### src/rtl/serial_ecc_deserializer.sv
// Reassembles LSB-first serial words from the Hamming shift register, regenerates
// parity over data bits [3:0], and queues each word for a valid/ready consumer.
module serial_ecc_deserializer #(
    parameter int WIDTH = 8,
    parameter int DEPTH = 2
) (
    input  logic                     clk,
    input  logic                     rst,
    input  logic                     bit_valid,
    input  logic                     bit_in,
    input  logic                     frame_start,
    output logic [WIDTH-1:0]         out_data,
    output logic [2:0]               out_p,
    output logic                     out_valid,
    input  logic                     out_ready,
    output logic                     overflow,
    input  logic                     clear_ovf,
    output logic [$clog2(WIDTH)-1:0] bit_count
);

    localparam int CW = $clog2(WIDTH);
    localparam int AW = $clog2(DEPTH);
    localparam int OW = AW + 1;
    localparam logic [CW-1:0] LAST = CW'(WIDTH - 1);

    typedef enum logic {S_IDLE, S_ASSEMBLE} state_t;

    typedef struct packed {
        logic [2:0]       p;
        logic [WIDTH-1:0] d;
    } entry_t;

    state_t           r_state, w_state_nxt;
    logic [CW-1:0]    r_bit_count, w_cnt_nxt, w_idx;
    logic [WIDTH-2:0] r_shift;
    logic             w_complete, w_store;
    logic [WIDTH-1:0] w_word;
    logic [2:0]       w_par;

    entry_t           r_mem [DEPTH];
    logic [AW-1:0]    r_wptr, r_rptr;
    logic [OW-1:0]    r_count;
    logic             r_ovf;
    logic             w_pop, w_full, w_push, w_drop;

    // ---------------- assembler FSM ----------------
    always_ff @(posedge clk or negedge rst) begin
        if (!rst) r_state <= S_IDLE;
        else      r_state <= w_state_nxt;
    end

    always_comb begin
        w_state_nxt = r_state;
        if (frame_start) begin
            w_state_nxt = bit_valid ? S_ASSEMBLE : S_IDLE;
        end else if (bit_valid) begin
            case (r_state)
                S_IDLE:     w_state_nxt = S_ASSEMBLE;
                S_ASSEMBLE: if (r_bit_count == LAST) w_state_nxt = S_IDLE;
                default:    w_state_nxt = S_IDLE;
            endcase
        end
    end

    // frame_start restarts at bit 0 and suppresses completion of the old word
    always_comb begin
        w_complete = 1'b0;
        w_store    = bit_valid;
        w_idx      = r_bit_count;
        w_cnt_nxt  = r_bit_count;
        if (frame_start) begin
            w_idx     = '0;
            w_cnt_nxt = bit_valid ? CW'(1) : '0;
        end else if (bit_valid) begin
            if (r_state == S_IDLE) begin
                w_idx     = '0;
                w_cnt_nxt = CW'(1);
            end else if (r_bit_count == LAST) begin
                w_complete = 1'b1;
                w_store    = 1'b0;
                w_cnt_nxt  = '0;
            end else begin
                w_cnt_nxt = r_bit_count + CW'(1);
            end
        end
    end

    always_ff @(posedge clk or negedge rst) begin
        if (!rst) begin
            r_bit_count <= '0;
            r_shift     <= '0;
        end else begin
            r_bit_count <= w_cnt_nxt;
            if (w_store) r_shift[w_idx] <= bit_in;
        end
    end

    // The final bit bypasses the shift register straight into the FIFO entry
    assign w_word = {bit_in, r_shift};
    assign w_par  = {w_word[0] ^ w_word[1] ^ w_word[2],
                     w_word[0] ^ w_word[1] ^ w_word[3],
                     w_word[0] ^ w_word[2] ^ w_word[3]};

    // ---------------- output FIFO ----------------
    assign w_pop  = out_valid && out_ready;
    assign w_full = (r_count == OW'(DEPTH));
    assign w_push = w_complete && (!w_full || w_pop);
    assign w_drop = w_complete && w_full && !w_pop;

    always_ff @(posedge clk or negedge rst) begin
        if (!rst) begin
            for (int i = 0; i < DEPTH; i++) r_mem[i] <= '0;
            r_wptr  <= '0;
            r_rptr  <= '0;
            r_count <= '0;
            r_ovf   <= 1'b0;
        end else begin
            if (w_push) begin
                r_mem[r_wptr] <= '{p: w_par, d: w_word};
                r_wptr        <= r_wptr + AW'(1);
            end
            if (w_pop) r_rptr <= r_rptr + AW'(1);
            case ({w_push, w_pop})
                2'b10:   r_count <= r_count + OW'(1);
                2'b01:   r_count <= r_count - OW'(1);
                default: r_count <= r_count;
            endcase
            if (w_drop)         r_ovf <= 1'b1;
            else if (clear_ovf) r_ovf <= 1'b0;
        end
    end

    assign out_valid = (r_count != '0);
    assign out_data  = r_mem[r_rptr].d;
    assign out_p     = r_mem[r_rptr].p;
    assign overflow  = r_ovf;
    assign bit_count = r_bit_count;

endmodule

### config.mk
export PLATFORM = sky130hd
export DESIGN_NAME = serial_ecc_deserializer
export DESIGN_NICKNAME = d
export VERILOG_FILES = /design/src/rtl/serial_ecc_deserializer.sv
export SDC_FILE = /design/constraint.sdc
export NUM_CORES = 1
export LEC_CHECK = 0
export ABC_AREA = 1
export CORE_MARGIN = 5
export CORE_UTILIZATION = 49
export DETAILED_ROUTE_END_ITERATION = 10
export GPL_TIMING_DRIVEN = 1
export PLACE_DENSITY = 0.86
export SYNTH_ARGS = -nofsm -noshare
export SYNTH_HDL_FRONTEND = slang
export SYNTH_SLANG_ARGS = --single-unit
### constraint.sdc
create_clock -name clk -period 1.8 [get_ports clk]
set_input_delay 0.27 -clock clk [delete_from_list [all_inputs] [get_ports clk]]
set_output_delay 0.27 -clock clk [all_outputs]
set_load 0.02 [all_outputs]
==> results of run 1 <==
[sequential cells by signal, indices dropped and copies added, names as in the netlist]
name,count
overflow,1
r_shift,7
r_count,2
r_rptr,1
r_mem,22
r_state,1
bit_count,3
r_wptr,1
[cell type report]
| type | instances | area (sq um) |
|---|---|---|
| Fill cell | 355 | 1290 |
| Clock buffer | 7 | 86.3 |
| Timing Repair Buffer | 39 | 368 |
| Clock inverter | 1 | 5.00 |
| Sequential cell | 38 | 953 |
| Inverter | 14 | 52.6 |
| Tap cell | 48 | 60.1 |
| Multi-Input combinational cell | 188 | 897 |
[kinds of logic after synthesis]
group                      count (synthesis)  share of synthesized area [%]
adders and majority gates                  3                           1.96
buffers and inverters                     24                           5.30
and+or+nand+nor                          173                           38.9
xor gates and xnor gates                   3                           1.37
DFF                                       38                           49.7
AOI/OAI and AO/OA                          9                           2.68
[worst reg2reg max path: cells and delay by family, from the launching register on]
family | cells | cell delay [ns]
AOI/OAI and AO/OA | 2 | 0.20
xor gates and xnor gates | 1 | 0.15
adders and majority gates | 3 | 0.57
buffers and inverters | 1 | 0.11
DFF | 1 | 0.44
and+or+nand+nor | 2 | 0.14
[metrics by stage]
step                worst slack (ns)  utilization (%)  hold WS (ns)
floorplan                     0.0398                -       -0.0256
global placement              0.0121             62.3         0.249
detailed placement           -0.0666             62.3         0.257
CTS                           0.0491             64.6         0.477
global route                  0.0207             65.2         0.500
finish                        0.0953             65.2         0.476
[report_power, final]
part | switching, uW | leakage, uW | total, uW | internal (uW)
Combinational | 300 | 0.000758 | 539 | 239
Sequential | 78.3 | 0.000511 | 1000 | 924
Clock | 278 | 0.0000482 | 586 | 309
[path summary, 6_finish.rpt]
path	startpoint	to	slack [ns]	cells past startpoint
max	bit_count[1]	r_count[1]	0.1	9
min	rst	r_shift[2]	0.48	2
max reg2reg	bit_count[1]	r_count[1]	0.1	9
min reg2reg	r_mem[18]	r_mem[18]	0.48	2
max in group asynchronous	rst	r_mem[9]	0.86	3
min in group clk	r_mem[18]	r_mem[18]	0.48	2
[what timing repair did]
item / CTS / global route
buffers inserted: 0 / 1
hold endpoints to repair: 18 / 0
gates resized for setup: 12 / 0
hold buffers: 1 / 0
endpoints found under the setup margin: 12 / 1
[synthesized netlist by cell type (all sizes together)]
| library cell | instances |
|---|---|
| clkbuf | 6 |
| xor2 | 2 |
| ha | 3 |
| a21oi | 1 |
| buf | 4 |
| nor3 | 1 |
| nor2 | 9 |
| o21ai | 5 |
| o31ai | 1 |
| nand3 | 37 |
| o211ai | 1 |
| dfrtp | 38 |
| or2 | 3 |
| nand4 | 4 |
| inv | 14 |
| o22ai | 1 |
| xnor2 | 1 |
| nand2 | 119 |
[layer usage]
| layer | global-route usage (%) | up-vias | part of all wire [%] |
|---|---|---|---|
| met5 | 0 | - | 0 |
| met4 | 5.74 | 0 | 1.4 |
| met3 | 4.29 | 7 | 4.7 |
| met2 | 30.1 | 37 | 50 |
| met1 | 21.5 | 815 | 44 |
| li1 | - | 877 | - |
==> PnR_summary.wiki, run 1 <==
{| class="wikitable"
! Metric !! Value
|-
| Design area || roughly 2400 sq um
|-
| Clock transition time at the flip-flop clock pins of the worst setup and hold paths || roughly 0.07 ns
|-
| Max-capacitance violation count || 0
|-
| Final standard cell count with taps included and fillers excluded || 335
|-
| Number of CTS-inserted buffers || 5
|-
| Endpoints failing setup || 0
|-
| Starting DRT DRC Count || 99
|-
| Largest area contributor in the netlist || sky130_fd_sc_hd__dfrtp_1
|-
| Area Overhead vs Synth || 26.7%
|-
| Port Buf Inserts || 22
|-
| Summed negative setup slack over all endpoints || 0 ns
|-
| Tightest Hold Check Type || primary input to asynchronous set/reset pin
|-
| Initial antenna violation count || 0
|-
| Number of nets in the layout || around 300
|-
| Arrival time at the worst endpoint || ~1.9 ns
|-
| Clock Root Buffer || sky130_fd_sc_hd__clkbuf_8
|-
| Global router's overall resource usage || between 10% and 20%
|-
| Achievable clock frequency || 587 MHz
|-
| Die outline width || 72.5 microns
|-
| Post-DRT Antenna Nets || 0
|-
| Cell-by-cell listing of the critical path || ha_4 > ha_4 > nand3_2 > nor2_4 > inv_1 > ha_4 > a21oi_1 > o21ai_1 > xor2_1
|-
| Clock latency of the later-clocked register in the worst-skew pair || 0.29 ns
|-
| Placed Cells incl. Taps || 325
|-
| Critical path required time || between 1.5 and 2 ns
|-
| Core ar. || 3720 sq um
|-
| Cell with the largest stage delay on the worst path || sky130_fd_sc_hd__dfrtp_2
|-
| Wire length of the first global-routing pass || between 7000 and 8000 microns
|-
| Yosys top cell area share || 49.7%
|-
| Number of search-and-repair iterations in the first detailed-routing pass || 4
|-
| Post-route total power || 2130 uW
|-
| Height of the die || 72.5 microns
|-
| Share of final-layout standard cells stronger than drive strength 1 || between 10% and 20%
|-
| Kind of capture point of the worst setup path || flip-flop
|-
| Number of levels in the clock H-tree || 2
|-
| Flops & latches, synth || 38
|-
| Setup CP Type || flip-flop to flip-flop
|-
| Vias per inst || a little over 5
|-
| RSZ-0062 raised after global routing || false
|-
| Largest incremental delay on the critical path || 0.44 ns
|-
| Outcome || complete, no violations
|-
| Mapped Avg Cell Area || 7.65 sq um
|-
| Cell count after synthesis || 250
|-
| Hold Fails Final Rpt || 0
|-
| Boundary Pins || 23
|-
| Synth top area cells || sky130_fd_sc_hd__dfrtp_1 (50%), sky130_fd_sc_hd__nand2_1 (23%), sky130_fd_sc_hd__nand3_1 (9.4%)
|-
| DR WL/cell || 12.0 microns
|-
| Number of buffers on the longest clock path || 2
|-
| Most common cell after layout, fill and taps aside || sky130_fd_sc_hd__nand2_1
|-
| Post-Synthesis Cell Area || 1910 sq um
|-
| CTS tree || done
|-
| Leakage power of the design || 0.00132 uW
|-
| Yosys warning total || 0
|-
| Post-Syn Nets || 260
|-
| Clock sink count || 38
|-
| Vias in the first global route || 1,606
|-
| Setup clock skew after layout || around 0.0074 ns
|-
| Count of pins over their slew limit || 0
|-
| Sum of net half-perimeters after detailed placement || roughly 3000 microns
|-
| Count of different cell masters after synthesis || 25
|-
| Transition time of the tightest slew-check pin || around 0.48 ns
|-
| Most prevalent standard cell on the critical path || sky130_fd_sc_hd__ha_4
|-
| Post-route fraction of the period consumed by the critical path || between 90% and 100%
|-
| Initial core utilization || between 50% and 60%
|-
| Tightest slew margin relative to the limit || 67.8%
|-
| Highest-count cells in the layout ignoring fill and taps || sky130_fd_sc_hd__nand2_1 (118), sky130_fd_sc_hd__nand3_1 (36), sky130_fd_sc_hd__dfrtp_1 (36)
|-
| Vias post-DR || about 1,700
|-
| Sequential element share of the synthesized area || 49.7%
|-
| Total overflow reported by the global router || 0
|-
| Buffers plus inverters on the worst setup path || 1
|-
| Area of placed instances || between 2000 and 2500 sq um
|-
| Power per cell area || roughly 900 nW/um^2
|-
| Largest net degree at the start of global routing || 21
|-
| Full die area || 5250 sq um
|-
| Shortest clock period the worst path allows after layout || 1.70 ns
|-
| Startpoint kind of the worst setup timing path || flip-flop
|-
| Final antenna diode count || 0
|-
| Number of standard-cell rows in the floorplan || 22
|-
| Drt total wl || roughly 4000 microns
|-
| Placer's final routability congestion estimate || roughly 0.9
|-
| Cell family contributing the most delay on the critical path || adder cells
|-
| Highest ir drop seen on vdd || 0.000581 V
|-
| DRC violations left || 0
|-
| Biggest fanout along the worst timing path || 4
|}
(Power assumes the default switching activity.)
==> run 2, diff against run 1 <==
CELL_PAD_IN_SITES_DETAIL_PLACEMENT = 1   (was default)
CELL_PAD_IN_SITES_GLOBAL_PLACEMENT = 2   (was default)
CORE_UTILIZATION = 29   (was 49)
PLACE_DENSITY = 0.87   (was 0.86)
==> run 2 against run 1 <==
Hold slack worse by 0.47 ns. Register-to-register slack about the same. First-iteration DRC count down 37%. Count of clock-buffer cells in the layout unchanged. Total power up 1.6%. Critical path depth stayed put. Combinational power increased by 2%. Die area is 58% higher. Cell count is 9.3% higher. Sequential cell count unchanged. Wire length grew 20%. Cell area is 0.98% higher. Largest power group unchanged.
==> PnR_summary.wiki, run 2 (synthesis results as in run 1) <==
{| class="wikitable"
! Metric !! Value
|-
| Clock Root Buffer || sky130_fd_sc_hd__clkbuf_8
|-
| Summed negative setup slack over all endpoints || 0 ns
|-
| Number of buffers on the longest clock path || 2
|-
| Post-DRT Antenna Nets || 0
|-
| Kind of capture point of the worst setup path || flip-flop
|-
| Clock sink count || 38
|-
| Power per cell area || about 880 nW/um^2
|-
| Final antenna diode count || 0
|-
| Slack of the critical path || 0.0896 ns
|-
| Highest ir drop seen on vdd || 0.000449 V
|-
| Startpoint kind of the worst setup timing path || flip-flop
|-
| Port Buf Inserts || 22
|-
| Initial antenna violation count || 0
|-
| Max-capacitance violation count || 0
|-
| Shortest clock period the worst path allows after layout || 1.71 ns
|-
| Biggest fanout along the worst timing path || 4
|-
| Count of pins over their slew limit || 0
|-
| Vias in the first global route || 1,876
|-
| Number of search-and-repair iterations in the first detailed-routing pass || 4
|-
| Number of nets in the layout || 298
|-
| Boundary Pins || 23
|-
| Global router's overall resource usage || 12.7%
|-
| Most common cell after layout, fill and taps aside || sky130_fd_sc_hd__nand2_1
|-
| Clock transition time at the flip-flop clock pins of the worst setup and hold paths || 0.07 ns
|-
| Placer's final routability congestion estimate || around 0.85
|-
| Sum of net half-perimeters after detailed placement || roughly 3600 microns
|-
| Endpoints failing setup || 0
|-
| DRC violations left || 0
|-
| Outcome || complete, no violations
|-
| Hold Fails Final Rpt || 0
|-
| Number of levels in the clock H-tree || 2
|-
| Cts hold-fix bufs || 0
|-
| Core ar. || 6390 sq um
|-
| Achievable clock frequency || a little under 600 MHz
|-
| Number of standard-cell rows in the floorplan || 29
|-
| CTS tree || done
|-
| Post-route fraction of the period consumed by the critical path || 95.0%
|-
| Tightest Hold Check Type || primary input to asynchronous set/reset pin
|-
| Vias post-DR || between 1,500 and 2,000
|-
| Height of the die || 91.2 microns
|-
| DR WL/cell || 13.2 microns
|-
| Area Overhead vs Synth || 27.9%
|-
| Total overflow reported by the global router || 0
|-
| Core occupancy in the finished layout || 38.3%
|-
| Highest-count cells in the layout ignoring fill and taps || sky130_fd_sc_hd__nand2_1 (118), sky130_fd_sc_hd__nand3_1 (36), sky130_fd_sc_hd__dfrtp_1 (36)
|-
| Vias per inst || 4.71
|-
| Arrival time at the worst endpoint || 1.88 ns
|-
| Number of CTS-inserted buffers || 5
|-
| RSZ-0062 raised after global routing || false
|-
| Share of final-layout standard cells stronger than drive strength 1 || 14.5%
|-
| Tightest slew margin relative to the limit || 56.9%
|-
| Post-Place Setup Slack || -0.0727 ns
|-
| Setup clock skew after layout || 0.00387 ns
|-
| Drt total wl || about 4800 microns
|-
| Starting DRT DRC Count || 62
|-
| Transition time of the tightest slew-check pin || 0.647 ns
|-
| Leakage power of the design || 0.00132 uW
|-
| Setup CP Type || flip-flop to flip-flop
|-
| Critical path required time || 1.97 ns
|-
| Full die area || ~8300 sq um
|-
| Max reg flops || 22
|-
| Largest net degree at the start of global routing || 28
|-
| Wire length of the first global-routing pass || 8790 microns
|-
| Clock latency of the later-clocked register in the worst-skew pair || 0.28 ns
|-
| Top register by number of flip-flops || r_mem
|-
| Initial core utilization || 29.9%
|-
| Die outline width || ~91 microns
|}
## run 2: cell type report
type                       count  area [sq um]
clock buffer                   7          86.3
clock inverter                 1          5.00
fill                         791          3940
inverter                      14          52.6
multi-input combinational    188           897
sequential                    38           953
tap                           77          96.3
timing repair buffer          41           355
## run 2: final timing paths
| check | slack [ns] | cells after the start | startpoint | to |
|---|---|---|---|---|
| setup / recovery | 0.09 | 9 | bit_count[0] | r_count[1] |
| hold / removal | 0.006 | 1 | rst | r_mem[2] |
| setup reg to reg | 0.09 | 9 | bit_count[0] | r_count[1] |
| hold reg to reg | 0.47 | 2 | r_mem[14] | r_mem[14] |
| max in group asynchronous | 1.18 | 2 | rst | r_mem[1] |
| min in group clk | 0.47 | 2 | r_mem[14] | r_mem[14] |
## run 2: per-layer routing
metal | track usage, % | share of wire, % | vias to the layer above
li1 | - | - | 868
met1 | 15.9 | 48 | 832
met2 | 22.1 | 49 | 23
met3 | 2.56 | 3.1 | 2
met4 | 3.30 | 0.60 | 0
met5 | 0 | 0 | -
## run 2: per-stage QoR
stage	area [sq um]	cells	total power (uW)	hold WS, ns
after global placement	2370	358	1560	0.334
after floorplan	1950	250	1330	-0.0256
after CTS	2450	366	2220	0.0216
after detailed placement	2370	358	1600	0.342
final	2450	366	2160	0.00624
after global routing	2450	366	2320	0.0497
## run 2: what timing repair did
action / CTS / global route
buffers inserted: 0 / 0
setup endpoints to repair: 12 / 0
gates resized for setup: 12 / 0
## run 2: power by group
group | internal [uW] | switching [uW] | leakage (uW) | total (uW)
Clock | 309 | 297 | 0.0000482 | 606
Sequential | 924 | 81.3 | 0.000511 | 1000
Combinational | 237 | 314 | 0.000760 | 552
Total | 1470 | 692 | 0.00132 | 2160
## run 2: worst max-delay path: stages, from the launching register on
cell	delay, ns
sky130_fd_sc_hd__dfrtp_2	0.45
sky130_fd_sc_hd__ha_4	0.18
sky130_fd_sc_hd__ha_4	0.17
sky130_fd_sc_hd__nand3_2	0.09
sky130_fd_sc_hd__nor2_4	0.04
sky130_fd_sc_hd__inv_1	0.11
sky130_fd_sc_hd__ha_4	0.21
sky130_fd_sc_hd__a21oi_1	0.11
sky130_fd_sc_hd__o21ai_1	0.09
sky130_fd_sc_hd__xor2_1	0.15
